[src/rtl/ram_port_arbiter.sv]
// Two-requester arbiter in front of a simple dual-port RAM (one write port,
// one 1-cycle registered-read port). Each RAM port has its own round-robin
// arbiter; read responses are steered back to their owner through a
// two-stage valid/owner tag pipeline.

// Round-robin arbiter for two requesters; ptr names the requester that wins a tie.
module ram_port_arbiter_rr (
    input  logic       clk,
    input  logic       rst,
    input  logic [1:0] valid,
    output logic [1:0] grant
);
    logic ptr;

    // Grant a lone requester outright; on a tie the pointer decides. Nothing is granted in reset.
    always_comb begin
        grant = 2'b00;
        if (!rst) begin
            if (valid[0] && (!valid[1] || !ptr))
                grant[0] = 1'b1;
            else if (valid[1])
                grant[1] = 1'b1;
        end
    end

    // After a grant, point at the other requester; with no grant, hold.
    always_ff @(posedge clk) begin
        if (rst)
            ptr <= 1'b0;
        else if (grant[0])
            ptr <= 1'b1;
        else if (grant[1])
            ptr <= 1'b0;
    end
endmodule

module ram_port_arbiter #(
    parameter int WORDS_BITS = 8,
    parameter int ADDR_BITS  = 9
) (
    input  logic                  clk,
    input  logic                  rst,
    input  logic                  req0_wr_valid,
    input  logic [ADDR_BITS-1:0]  req0_wr_addr,
    input  logic [WORDS_BITS-1:0] req0_wr_data,
    output logic                  req0_wr_ready,
    input  logic                  req1_wr_valid,
    input  logic [ADDR_BITS-1:0]  req1_wr_addr,
    input  logic [WORDS_BITS-1:0] req1_wr_data,
    output logic                  req1_wr_ready,
    input  logic                  req0_rd_valid,
    input  logic [ADDR_BITS-1:0]  req0_rd_addr,
    output logic                  req0_rd_ready,
    output logic                  req0_rd_data_valid,
    output logic [WORDS_BITS-1:0] req0_rd_data,
    input  logic                  req1_rd_valid,
    input  logic [ADDR_BITS-1:0]  req1_rd_addr,
    output logic                  req1_rd_ready,
    output logic                  req1_rd_data_valid,
    output logic [WORDS_BITS-1:0] req1_rd_data,
    output logic                  ram_wr_we,
    output logic [ADDR_BITS-1:0]  ram_wr_addr,
    output logic [WORDS_BITS-1:0] ram_wr_din,
    output logic [ADDR_BITS-1:0]  ram_rd_addr,
    input  logic [WORDS_BITS-1:0] ram_rd_dout
);
    logic [1:0] wr_gnt;
    logic [1:0] rd_gnt;
    // [0]: read issued to the RAM this cycle, [1]: RAM data valid this cycle
    logic [1:0] rd_vld_pipe;
    logic [1:0] rd_own_pipe;

    ram_port_arbiter_rr u_wr_arb (
        .clk   (clk),
        .rst   (rst),
        .valid ({req1_wr_valid, req0_wr_valid}),
        .grant (wr_gnt)
    );

    ram_port_arbiter_rr u_rd_arb (
        .clk   (clk),
        .rst   (rst),
        .valid ({req1_rd_valid, req0_rd_valid}),
        .grant (rd_gnt)
    );

    assign req0_wr_ready = wr_gnt[0];
    assign req1_wr_ready = wr_gnt[1];
    assign req0_rd_ready = rd_gnt[0];
    assign req1_rd_ready = rd_gnt[1];

    // Register the granted write; the strobe lasts exactly the cycle after acceptance.
    always_ff @(posedge clk) begin
        if (rst) begin
            ram_wr_we   <= 1'b0;
            ram_wr_addr <= '0;
            ram_wr_din  <= '0;
        end else begin
            ram_wr_we <= |wr_gnt;
            if (wr_gnt[0]) begin
                ram_wr_addr <= req0_wr_addr;
                ram_wr_din  <= req0_wr_data;
            end else if (wr_gnt[1]) begin
                ram_wr_addr <= req1_wr_addr;
                ram_wr_din  <= req1_wr_data;
            end
        end
    end

    // Register the granted read address and carry valid/owner alongside the RAM's read latency.
    always_ff @(posedge clk) begin
        if (rst) begin
            ram_rd_addr <= '0;
            rd_vld_pipe <= '0;
            rd_own_pipe <= '0;
        end else begin
            if (rd_gnt[0])
                ram_rd_addr <= req0_rd_addr;
            else if (rd_gnt[1])
                ram_rd_addr <= req1_rd_addr;
            rd_vld_pipe <= {rd_vld_pipe[0], |rd_gnt};
            rd_own_pipe <= {rd_own_pipe[0], rd_gnt[1]};
        end
    end

    assign req0_rd_data_valid = rd_vld_pipe[1] & ~rd_own_pipe[1];
    assign req1_rd_data_valid = rd_vld_pipe[1] &  rd_own_pipe[1];
    assign req0_rd_data       = ram_rd_dout;
    assign req1_rd_data       = ram_rd_dout;
endmodule

[config.mk]
export PLATFORM = sky130hd
export DESIGN_NAME = ram_port_arbiter
export DESIGN_NICKNAME = d
export VERILOG_FILES = /design/src/rtl/ram_port_arbiter.sv
export SDC_FILE = /design/constraint.sdc
export NUM_CORES = 1
export LEC_CHECK = 0
export BUFFER_PORTS_ARGS = -buffer_cell sky130_fd_sc_hd__buf_2
export CELL_PAD_IN_SITES_DETAIL_PLACEMENT = 0
export CELL_PAD_IN_SITES_GLOBAL_PLACEMENT = 1
export CORE_ASPECT_RATIO = 0.8
export CORE_UTILIZATION = 25
export DETAILED_ROUTE_END_ITERATION = 12
export GPL_ROUTABILITY_DRIVEN = 0
export PLACE_DENSITY_LB_ADDON = 0.3
export SYNTH_ARGS = -nofsm -noshare
export SYNTH_HDL_FRONTEND = slang
export SYNTH_SLANG_ARGS = --single-unit
[constraint.sdc]
create_clock -name clk -period 1.3 [get_ports clk]
set_input_delay 0.195 -clock clk [delete_from_list [all_inputs] [get_ports clk]]
set_output_delay 0.195 -clock clk [all_outputs]
set_load 0.005 [all_outputs]
==> results.txt, run 1 <==
status -> finished, violations left
failing checks -> setup timing
RSZ-0062 raised after global routing -> true
All-Layer GR Usage -> 0.1627
worst min path class -> in2reg
worst clock skew -> 8.099 ps
area of the multi-input gates -> 879.6 um^2
Pwr Total -> 2.482 mW
clock tree buffer depth -> 2
sequential fraction of the synthesis area -> 0.3854
Post-Syn Area -> 1714 um^2
final worst-path cycle share -> 1.105
DRC Markers -> 0
first-pass GRT wire length -> 9.101 mm
Layout Nets -> 365
Die X -> 94.58 um
antenna-violating nets left -> 0
MaxCap Viol Count -> 0
Worst-Margin Slew -> 403.4 ps
largest family of logic cells by synthesized area -> compound AO/OA/AOI/OAI gates
Layout Utilization -> 0.3821
XOR/XNOR Fraction of Synth Area -> 0
mux contribution to synthesized area -> 0
Ports -> 115
Max-slew headroom -> 0.7287
final cell count without fillers -> 384
Max VDD drop -> 0.0004103 V
Avg WL per Cell -> 15.03 um
CORE AREA -> 6506 um^2
Vias -> 1,875
crit-path max FO -> 2
diode count -> 0
area growth from synthesis to layout -> 45.04%
Total Neg Setup Slack -> -396.5 ps
Design Area, Final -> 2486 um^2
final WL -> 5.771 mm
I/O Buffers -> 90
synthesis-stage register bit count -> 33
Post-Synth Simple-Gate Area -> 0.1474
Slew Limit Fails -> 0
DRT iter0 DRCs -> 58
total die area -> 7194 um^2
CTS tree -> built
initial core utilization -> 0.2635
Pwr Density -> 998.3 nW/um^2
Yosys Warn Count -> 0
cell count after synthesis -> 213
Root Driver -> clkbuf_8
compound-cell area share of the yosys netlist -> 0.3029
Lkg Pwr -> 1.127 nW
Critical Path Source Type -> flip-flop
CTS H-tree lvls -> 2
Die Y -> 76.06 um
Avg Inst Size Synth -> 8.048 um^2
clock slew at reported path FFs -> 80 ps
TritonCTS Sinks -> 33
hold slack -> 168.6 ps
Sequential Area -> 663.1 um^2
drt pass-1 iters -> 4
total CTS buffers -> 5
Synth Area in Adders -> 0
WP data required -> 1110 ps
count of cell types in the netlist -> 22
fmax -> 696.0 MHz
Setup-failing EPs final -> 11
largest net degree at the start of global routing -> 19
number of global-route vias before repair -> 1,832
initial antenna violation count -> 0
placed wire-length estimate -> 3.938 mm
layout cells sized above 1 -> 0.5067
Final Hold Vio Count -> 0
critical path data arrival time -> 1240 ps
placed cell count -> 370
filler cell count -> 724
synthesized net count -> 279
critical path type -> reg2out
num rows -> 26
Avg Vias per Cell -> 4.883
insertion delay to the later sink of the worst-skew pair -> 290 ps
Setup WS pre-CTS -> 20.39 ps
Final min period -> 1437 ps
final worst setup slack -> -136.8 ps
Hold Buf Count CTS -> 0
Worst Setup End Kind -> output port
total grt overflow -> 0
placed cell area -> 2208 um^2
## registers in the layout (all words and copies together), names as in the netlist
register,count
ram_rd_addr,9
rd_own_pipe,2
u_wr_arb.ptr,1
u_rd_arb.ptr,1
rd_vld_pipe,2
ram_wr_din,8
ram_wr_addr,9
ram_wr_we,1
## power breakdown
part	leakage, nW	internal [mW]	switching, mW
registers	0.273	1.09	0.0340
logic	0.810	0.294	0.295
clock network	0.0439	0.370	0.403
## Yosys cell counts
master,count,area (um^2)
a21oi_1,2,10.01
a31o_2,9,78.83
a31oi_1,26,162.7
and2_1,1,6.260
and2_4,1,8.760
buf_1,2,7.510
buf_2,5,25.02
buf_4,16,120.1
buf_6,3,33.78
clkbuf_1,11,41.29
clkbuf_2,1,5.000
clkinv_1,1,3.750
dfxtp_1,33,660.6
inv_1,12,45.04
nand2_1,1,3.750
nand2b_1,6,37.54
nand3_1,27,135.1
nor2_1,3,11.26
nor2b_1,7,43.79
o21ai_0,28,140.1
o31ai_1,17,127.6
or3_1,1,6.260
## what timing repair did
item,CTS,global route
setup buffers,5,1
endpoints found under the setup margin,4,22
cloned,0,1
pin swaps,2,5
gates resized for setup,11,23
## routing by layer
| layer | GRT usage | vias to the layer above | part of all wire |
|---|---|---|---|
| met5 | 0 | - | 0 |
| met4 | 0.05000 | 0 | 0.0078 |
| met3 | 0.04092 | 4 | 0.073 |
| met2 | 0.2254 | 67 | 0.40 |
| met1 | 0.2426 | 873 | 0.52 |
| li1 | - | 931 | - |
## critical path: stages (launching register included)
cell,delay [ps]
dfxtp_2,320
and2_4,130
or3_4,350
inv_2,70
buf_6,90
## worst paths after layout
kind / end / depth (start not counted) / from / slack (ps)
max: req0_wr_ready / 4 / u_wr_arb.ptr / -140
min: ram_wr_addr[4] / 3 / req1_wr_addr[4] / 170
max reg2reg: ram_wr_addr[0] / 5 / u_wr_arb.ptr / -40
min reg2reg: rd_own_pipe[1] / 1 / rd_own_pipe[0] / 440
## cells in the final DEF (no fill, tap or decap), types with 2 or more instances in the layout
| master | n |
|---|---|
| nand2b_1 | 4 |
| a31o_2 | 9 |
| dfxtp_1 | 31 |
| nor2b_1 | 6 |
| clkinv_2 | 2 |
| buf_2 | 89 |
| buf_12 | 2 |
| a31oi_1 | 22 |
| clkbuf_8 | 5 |
| nand3_2 | 3 |
| a21oi_1 | 2 |
| o21ai_1 | 3 |
| o21ai_0 | 24 |
| nor2_1 | 2 |
| a31oi_4 | 3 |
| buf_6 | 6 |
| nand3_1 | 23 |
| buf_4 | 20 |
| inv_1 | 11 |
| o31ai_1 | 17 |
| dfxtp_2 | 2 |
## final cells by class
cell class | count | area share
multi-input combinational | 129 | 0.3538
timing repair buffer | 117 | 0.2828
sequential | 33 | 0.2667
tap | 84 | 0.04227
clock buffer | 5 | 0.02768
inverter | 13 | 0.01963
clock inverter | 3 | 0.007046
## cells by family after synthesis
kind of cell / after synthesis
DFF: 33
AOI/OAI and AO/OA: 82
and+or+nand+nor: 47
buffers and inverters: 51
No activity file was read; power rests on OpenSTA's default activity.
==> run 2: changes to the inputs <==
--- a/config.mk
+++ b/config.mk
@@ -5,12 +5,12 @@
 export SDC_FILE = /design/constraint.sdc
 export NUM_CORES = 1
 export LEC_CHECK = 0
-export BUFFER_PORTS_ARGS = -buffer_cell sky130_fd_sc_hd__buf_2
 export CELL_PAD_IN_SITES_DETAIL_PLACEMENT = 0
 export CELL_PAD_IN_SITES_GLOBAL_PLACEMENT = 1
-export CORE_ASPECT_RATIO = 0.8
-export CORE_UTILIZATION = 25
+export CORE_ASPECT_RATIO = 1.5
+export CORE_UTILIZATION = 38
 export DETAILED_ROUTE_END_ITERATION = 12
+export DONT_BUFFER_PORTS = 1
 export GPL_ROUTABILITY_DRIVEN = 0
 export PLACE_DENSITY_LB_ADDON = 0.3
 export SYNTH_ARGS = -nofsm -noshare
==> results.txt, run 2 (synthesis gave the netlist of run 1 again) <==
status -> finished, violations left
failing checks -> DRC, setup timing
slowest stage delay, CP -> 340 ps (about the same)
Layout Utilization -> 0.4196 (+0.03752)
final worst-path cycle share -> 1.023 (-0.08195)
WP buf/inv -> 1 (-1)
diode count -> 0 (unchanged)
Layout Nets -> 264 (-28%)
placed wire-length estimate -> 3.291 mm (-16%)
Lkg Pwr -> 0.6595 nW (-41%)
filler cell count -> 445 (-39%)
critical path data arrival time -> 1140 ps (-100 ps)
Max VDD drop -> 0.0006027 V (+47%)
Setup WS pre-CTS -> 67.51 ps (+47.12 ps)
clock tree buffer depth -> 2 (unchanged)
Die X -> 56.84 um (-40%)
slowest stage cell on the critical path -> or3_4
hold slack -> 62.02 ps (-106.5 ps)
num rows -> 29 (+12%)
setup slack, reg-to-reg -> 20 ps (+60 ps)
layout cells sized above 1 -> 0.1970 (-0.3097)
initial core utilization -> 0.4004 (+0.1369)
MaxCap Viol Count -> 0 (unchanged)
RSZ-0062 raised after global routing -> true
Slew Limit Fails -> 0 (unchanged)
Pwr Total -> 2.237 mW (-9.9%)
clock slew at reported path FFs -> 70 ps (about the same)
critical path type -> reg2out
total grt overflow -> 0 (unchanged)
number of global-route vias before repair -> 1,597 (-13%)
Sequential Area -> 661.9 um^2 (-0.19%)
total die area -> 4789 um^2 (-33%)
final WL -> 4.806 mm (-17%)
most common cell after layout, fill and taps aside -> dfxtp_1
largest net degree at the start of global routing -> 20 (+1)
worst min path class -> in2reg
Setup crit start -> u_wr_arb.ptr
total CTS buffers -> 5 (unchanged)
area of the multi-input gates -> 803.3 um^2 (-8.7%)
drt pass-1 iters -> 8 (+4)
Crit path depth -> 3 (-1)
Worst-Margin Slew -> 681.9 ps (+278.4 ps)
Root Driver -> clkbuf_8
Vias -> 1,540 (-18%)
Setup-failing EPs final -> 1 (-10)
area growth from synthesis to layout -> 4.817%
Critical R2R Launch -> u_wr_arb.ptr
biggest regs -> ram_rd_addr (9), ram_wr_addr (9), ram_wr_din (8)
Final min period -> 1330 ps (-106.5 ps)
antenna-violating nets left -> 0 (unchanged)
CTS tree -> built
CTS H-tree lvls -> 2 (unchanged)
Max-slew headroom -> 0.5454 (-0.1833)
fmax -> 751.8 MHz (+8.0%)
Critical Path Source Type -> flip-flop
Ports -> 115 (unchanged)
TritonCTS Sinks -> 33 (unchanged)
cells along the critical path -> and2_4, or3_4, inv_2
CORE AREA -> 4282 um^2 (-34%)
DRT iter0 DRCs -> 99 (+71%)
crit-path max FO -> 2 (unchanged)
DRC Markers -> 12 (+12)
placed cell count -> 231 (-38%)
insertion delay to the later sink of the worst-skew pair -> 280 ps (about the same)
final worst setup slack -> -30.23 ps (+106.5 ps)
worst clock skew -> 6.181 ps (-1.918 ps)
Die Y -> 84.26 um (+11%)
I/O Buffers -> 0 (-100%)
Worst Setup EP -> req0_wr_ready
final cell count without fillers -> 244 (-36%)
WP data required -> 1110 ps (about the same)
initial antenna violation count -> 0 (unchanged)
R2R Path End -> ram_wr_addr[2]
first-pass GRT wire length -> 7.776 mm (-15%)
Worst Setup End Kind -> output port
All-Layer GR Usage -> 0.2058 (+0.04312)
placed cell area -> 1615 um^2 (-27%)
Reg2Reg Depth -> 4 (-1)
Avg WL per Cell -> 19.70 um (+31%)
Final Hold Vio Count -> 0 (unchanged)
Total Neg Setup Slack -> -30.23 ps (+366.3 ps)
commonest cells after routing, fill and taps aside -> dfxtp_1, o21ai_0, nand3_1
Pwr Density -> 1245 nW/um^2 (+25%)
Avg Vias per Cell -> 6.311 (+29%)
crit-path leading delay family -> simple AND/OR/NAND/NOR gates
Design Area, Final -> 1797 um^2 (-28%)
run 2: repair_timing:
action                     4_1_cts  5_1_grt
hold endpoints to repair         4        0
hold buffers                     1        0
gates resized for setup          8        3
setup endpoints to repair        2       22
buffers inserted                 2        4
pin swaps                        2        0
run 2: worst min path at each step:
stage	endpoint	slack, ps	depth (start not counted)	from
after floorplan	ram_wr_addr[0]	350	2	req1_wr_addr[0]
after global placement	u_wr_arb.ptr	260	1	rst
after detailed placement	u_wr_arb.ptr	270	1	rst
after CTS	ram_rd_addr[6]	50	2	rst
after global routing	ram_rd_addr[1]	40	2	rst
final	ram_rd_addr[1]	60	2	rst
run 2: area by class of cell:
type	instances	area share
Multi-Input combinational cell	129	0.4471
Sequential cell	33	0.3684
Timing Repair Buffer	16	0.07730
Clock buffer	7	0.04805
Tap cell	46	0.03203
Inverter	13	0.02716
run 2: routing by layer:
layer | GRT usage | up-vias | wire length (um)
met5 | 0 | - | 0
met4 | 0.09534 | 0 | 77
met3 | 0.06934 | 11 | 441
met2 | 0.3788 | 90 | 2611
met1 | 0.2032 | 714 | 1675
li1 | - | 725 | -
run 2: worst register-to-register path, cell delays in order, from the launching register on:
cell and delay [ps]:
dfxtp_2 330, and2_4 130, or3_4 340, buf_4 210, a31oi_1 190
run 2: where the power goes:
part	total (mW)	leakage [nW]	switching [mW]	internal, mW
sequential	1.14	0.272	0.0495	1.09
clock	0.769	0.0443	0.349	0.420
combinational	0.332	0.343	0.187	0.145
total	2.24	0.659	0.585	1.65
